$ cat config.mk
export PLATFORM = sky130hd
export DESIGN_NAME = gpio_message_receiver
export DESIGN_NICKNAME = d
export VERILOG_FILES = /design/src/rtl/gpio_message_receiver.sv
export SDC_FILE = /design/constraint.sdc
export NUM_CORES = 1
export LEC_CHECK = 0
export CORE_UTILIZATION = 50
export CTS_BUF_LIST = sky130_fd_sc_hd__clkbuf_4
export DETAILED_ROUTE_END_ITERATION = 8
export GPL_ROUTABILITY_DRIVEN = 0
export MAX_ROUTING_LAYER = met4
export PLACE_DENSITY = 0.82
export SYNTH_ARGS = -nofsm -noshare
export SYNTH_HDL_FRONTEND = slang
export SYNTH_SLANG_ARGS = --single-unit
$ cat constraint.sdc
create_clock -name clock -period 1.78 [get_ports clock]
set_input_delay 0.356 -clock clock [delete_from_list [all_inputs] [get_ports clock]]
set_output_delay 0.356 -clock clock [all_outputs]
set_load 0.005 [all_outputs]
$ cat src/rtl/gpio_message_receiver.sv
// gpio_message_receiver: reassembles a multi-beat message from a remote
// transmitter over an asynchronous four-phase req/ack GPIO link.
//
// Ports:
//   clock          system clock, rising-edge
//   resetn         asynchronous active-low reset
//   link_req       transmitter request (asynchronous, synchronized here)
//   link_data      16-bit beat payload, bundled with link_req
//   link_ack       acknowledge back to the transmitter
//   message_out    last complete message, beat 0 in the MSBs
//   message_valid  one-cycle pulse when message_out updates
//   busy           message partially received or flush in progress
//   error          one-cycle pulse on timeout abort
module gpio_message_receiver #(
    parameter int BEATS          = 8,
    parameter int TIMEOUT_CYCLES = 50000
) (
    input  logic                  clock,
    input  logic                  resetn,
    input  logic                  link_req,
    input  logic [15:0]           link_data,
    output logic                  link_ack,
    output logic [16*BEATS-1:0]   message_out,
    output logic                  message_valid,
    output logic                  busy,
    output logic                  error
);

    localparam int W  = 16 * BEATS;
    localparam int CW = (BEATS > 1) ? $clog2(BEATS) : 1;
    localparam int IW = (TIMEOUT_CYCLES > 1) ? $clog2(TIMEOUT_CYCLES) : 1;

    localparam logic [CW-1:0] LAST_BEAT = CW'(BEATS - 1);
    localparam logic [IW-1:0] IDLE_MAX  = IW'(TIMEOUT_CYCLES - 1);

    typedef enum logic [1:0] {
        WAIT_HI = 2'd0,
        WAIT_LO = 2'd1,
        FLUSH   = 2'd2
    } state_t;

    state_t          state, state_n;
    logic            req_m, req_s;
    logic [CW-1:0]   beat_cnt, beat_n;
    logic [IW-1:0]   idle_cnt, idle_n;
    logic [W-1:0]    shreg, shreg_n;
    logic [W-1:0]    msg_n;
    logic            ack_n;
    logic            valid_n;
    logic            error_n;
    logic            counting;
    logic            expired;

    // Two-flop synchronizer for the asynchronous request.
    // link_data is not synchronized: it is held stable by the
    // transmitter until link_ack is seen high.
    always_ff @(posedge clock or negedge resetn) begin
        if (!resetn) begin
            req_m <= 1'b0;
            req_s <= 1'b0;
        end else begin
            req_m <= link_req;
            req_s <= req_m;
        end
    end

    // Idle timer runs whenever the link owes us a handshake event
    // inside a message.
    assign counting = (state == WAIT_LO) ||
                      ((state == WAIT_HI) && (beat_cnt != '0));
    assign expired  = counting && (idle_cnt == IDLE_MAX);

    always_comb begin
        state_n = state;
        ack_n   = link_ack;
        beat_n  = beat_cnt;
        shreg_n = shreg;
        msg_n   = message_out;
        valid_n = 1'b0;
        error_n = 1'b0;

        unique case (state)
            WAIT_HI: begin
                if (req_s) begin
                    // Beat 0 ends up in the MSBs after BEATS shifts.
                    shreg_n = (shreg << 16) | W'(link_data);
                    ack_n   = 1'b1;
                    state_n = WAIT_LO;
                end else if (expired) begin
                    // req_s is low here, so no flush is needed.
                    ack_n   = 1'b0;
                    beat_n  = '0;
                    shreg_n = '0;
                    error_n = 1'b1;
                    state_n = WAIT_HI;
                end
            end
            WAIT_LO: begin
                if (!req_s) begin
                    ack_n   = 1'b0;
                    state_n = WAIT_HI;
                    if (beat_cnt == LAST_BEAT) begin
                        msg_n   = shreg;
                        valid_n = 1'b1;
                        beat_n  = '0;
                    end else begin
                        beat_n = beat_cnt + CW'(1);
                    end
                end else if (expired) begin
                    // Transmitter still holds req high: drain it
                    // in FLUSH so the stuck beat is not captured.
                    ack_n   = 1'b0;
                    beat_n  = '0;
                    shreg_n = '0;
                    error_n = 1'b1;
                    state_n = FLUSH;
                end
            end
            FLUSH: begin
                ack_n = 1'b0;
                if (!req_s) begin
                    beat_n  = '0;
                    state_n = WAIT_HI;
                end
            end
            default: begin
                ack_n   = 1'b0;
                beat_n  = '0;
                state_n = WAIT_HI;
            end
        endcase

        // Cleared on any state change or abort, held at zero while
        // not counting, never allowed to wrap.
        if ((state_n != state) || expired || !counting) begin
            idle_n = '0;
        end else begin
            idle_n = idle_cnt + IW'(1);
        end
    end

    always_ff @(posedge clock or negedge resetn) begin
        if (!resetn) begin
            state         <= WAIT_HI;
            link_ack      <= 1'b0;
            beat_cnt      <= '0;
            idle_cnt      <= '0;
            shreg         <= '0;
            message_out   <= '0;
            message_valid <= 1'b0;
            error         <= 1'b0;
        end else begin
            state         <= state_n;
            link_ack      <= ack_n;
            beat_cnt      <= beat_n;
            idle_cnt      <= idle_n;
            shreg         <= shreg_n;
            message_out   <= msg_n;
            message_valid <= valid_n;
            error         <= error_n;
        end
    end

    assign busy = (beat_cnt != '0) || (state == WAIT_LO) || (state == FLUSH);

endmodule

==> impl_metrics.json <==
{
  "synth-compound-area-share_pct": 14.7,
  "p_leak_nw": 7.38,
  "p_sw_share_pct": 32.1,
  "synth_xor_area_share_pct": 0.984,
  "nNetsFinal": 1267,
  "clk_latency_ns": 0.74,
  "layout_min_cycle_time_ns": 2.07,
  "synth.most_common_cell": "dfrtp_1",
  "rows": 55,
  "max_freq_mhz": 483,
  "clkPwrFrac_pct": 24.4,
  "multi_input_area_sq_mm": 0.00495,
  "coreArea_sq_mm": 0.0226,
  "hold_class": "primary input to flop",
  "muxShareOfSynthArea_pct": 12.5,
  "htree_levels": 3,
  "worst_slack_ns": -0.290,
  "io_pins": 151,
  "synth_top_area_share_pct": 61.0,
  "cp_cell_sequence": "buf_4 -> buf_4 -> ha_2 -> ha_2 -> and3_4 -> buf_12 -> buf_8 -> clkbuf_16 -> mux2_2",
  "cp_slowest_stage_delay_ns": 0.36,
  "yosys.area_share.simple_pct": 7.37,
  "netlist_instances": 967,
  "drive_above_1_share_pct": 39.1,
  "post-route-period-util_pct": 116,
  "dr_total_vias": 9783,
  "firstDrtPassIters": 6,
  "synth_top_family_by_area": "compound AO/OA/AOI/OAI gates",
  "die_h_um": 154,
  "drt-wirelength-per-cell_um": 23.5,
  "synthArstFlopShare_pct": 100,
  "synthAdderAreaFrac_pct": 0.432,
  "ir_drop_uv": 815,
  "regArea_sq_mm": 0.00706,
  "power.internal_w": 0.0161,
  "pwr-share-comb_pct": 30.7,
  "postRouteAntennaNets": 0,
  "antenna_found_initial": 1,
  "synth-seq-cells": 282,
  "synth_edf_count": 0,
  "yosys_warnings": 0,
  "violations": "setup timing",
  "end_kind": "flop",
  "syn_area_sq_mm": 0.0116,
  "slew_violations": 0,
  "hpwlAfterDp_um": 17700,
  "fin_skew_ns": 0.0690,
  "ys_seq_area_share_pct": 61.0,
  "cts_tree": "done",
  "synthFlopType": "dfrtp_1",
  "post-route-util_pct": 72.7,
  "r2r_slack_ns": -0.29,
  "rsz0062_at_grt": "true",
  "finalHoldViolations": 0,
  "crit_required_ns": 2.36,
  "cts_buffers": 73,
  "synthTopCellsByArea": "dfrtp_1 (61%), mux2_2 (12%), a22oi_1 (8.3%)",
  "cp.arrival_ns": 2.65,
  "dieArea_sq_mm": 0.0238,
  "clk_pin_slew_ns": 0.07,
  "ys_top_cells_by_count": "dfrtp_1 (282), nand2_1 (136), o21ai_0 (130), a22oi_1 (128), mux2_2 (128)",
  "powerDensity_mw_per_mm2": 1440,
  "cp_num_buf_inv": 5,
  "p_seq_share_pct": 44.9,
  "post_drt_via_cell_ratio": 6.21,
  "startpoint_type": "flop",
  "slew_headroom_pct": 54.5,
  "drt_iter0_drc": 1020,
  "finalPower_w": 0.0236,
  "fin_area_sq_mm": 0.0165,
  "status": "finished with violations",
  "critPathKind": "flop to flop",
  "clockBufferDepth": 3,
  "grtUsageTotal_pct": 29.2,
  "die_w_um": 154,
  "grt-ovfl-total": 0,
  "switchingPower_w": 0.00758,
  "synthesis.nets": 990,
  "syn_avg_cell_area_sq_um": 12.0,
  "cp_top_family": "buffers and inverters",
  "synth.largest_area_cell": "dfrtp_1",
  "tightest_slew_ns": 0.682,
  "worstPathMaxFanout": 7,
  "grt_max_degree": 132,
  "portBuffers": 150,
  "whs_ns": 0.112,
  "cap_violations": 0,
  "drt-total-wl_um": 37000,
  "cts-root-buf": "clkbuf_4",
  "finalNonFillerCells": 1575,
  "placedInstanceArea_sq_mm": 0.0138,
  "crit_slowest_cell": "mux2_2",
  "route.detailed.drc": 0,
  "area_growth_pct": 42.2,
  "start_util_pct": 51.1,
  "fillers": 1337,
  "clock-sinks": 282,
  "placed_cells": 1380,
  "ys_types": 39,
  "grt_pass1_wl_um": 52400,
  "finalSetupViolCount": 273,
  "grt_pass1_vias": 9584
}
worst reg2reg max path: stages (launching register included):
cell and delay (ns):
dfrtp_1 0.35, buf_4 0.11, buf_4 0.11, ha_2 0.16, ha_2 0.16, and3_4 0.28, buf_12 0.14, buf_8 0.13
clkbuf_16 0.17, mux2_2 0.36
state kept, by name (all words and copies together), names as in the netlist:
| signal | cells |
|---|---|
| message_out | 128 |
| idle_cnt | 16 |
| shreg | 128 |
| req_s | 1 |
| state | 2 |
| beat_cnt | 3 |
| error | 1 |
| link_ack | 1 |
| req_m | 1 |
| message_valid | 1 |
path summary, 6_finish.rpt:
path,depth (start not counted),to,startpoint
max,9,message_out[22],beat_cnt[0]
min,1,req_m,link_req
max reg2reg,9,message_out[22],beat_cnt[0]
min reg2reg,0,req_s,req_m
max in group asynchronous,3,message_out[100],resetn
min in group asynchronous,2,message_out[23],resetn
logic make-up (layout without fill, tap and decap cells):
group / after synthesis / in the layout
flops: 282 / 282
compound gates: 269 / 269
simple gates: 191 / 191
mux: 128 / 128
buf+inv: 80 / 401
xor+xnor: 13 / 13
fa+ha+maj: 4 / 4
other cells: 0 / 2
power by group through the flow:
stage               logic [W]  clock network, W  registers (W)
finish                0.00726           0.00576         0.0106
CTS                   0.00620           0.00570         0.0104
global route          0.00779           0.00617         0.0108
detailed placement    0.00642                 0         0.0106
floorplan             0.00252                 0         0.0101
global placement      0.00620                 0         0.0105
cell type report:
type	instances	share of cell area, %
Clock inverter	21	1.05
Multi-Input combinational cell	605	30.1
Sequential cell	282	42.9
Clock buffer	98	4.47
Inverter	4	0.0912
Tap cell	285	2.17
Timing Repair Buffer	278	19.2
Antenna cell	2	0.0304
placed cells by master, fill, tap and decap left out, drive strengths merged, types with 2 or more instances in the layout:
cell type / n
nor2: 6
clkdlybuf4s50: 17
dlygate4sd2: 125
nor2b: 3
ha: 4
o21ai: 130
dfrtp: 282
a32oi: 3
nor3: 17
nand4: 5
nor4: 6
mux2: 128
xnor2: 10
nor4b: 2
and3: 2
buf: 120
diode: 2
nand3: 5
a22oi: 128
clkbuf: 106
bufinv: 3
o31ai: 3
nand2b: 2
xor2: 3
clkinvlp: 2
clkdlybuf4s15: 6
nor3b: 3
nand2: 136
inv: 5
clkinv: 15
routing by layer:
metal / vias up / wire length (um) / track usage, %
li1: 4109 / - / -
met1: 4932 / 14000 / 36.0
met3: 134 / 3000 / 6.43
met2: 608 / 18300 / 45.2
met4: 0 / 1790 / 15.5
met5: - / 0 / -
repair_timing:
action,4_1_cts,5_1_grt
pin swaps,59,69
hold endpoints to repair,123,0
cloned,15,12
buffers inserted,45,12
setup endpoints to repair,279,286
hold buffers,1,0
gates resized for setup,339,186
through the flow:
stage | setup WS (ns) | TNS [ns]
final | -0.290 | -34.12
after global routing | -0.320 | -57.16
after CTS | -0.243 | -22.40
after detailed placement | -0.100 | -6.25
after global placement | -0.0221 | -0.479
after floorplan | 0.0117 | 0
Note: power is estimated with default switching activity, not from simulation.
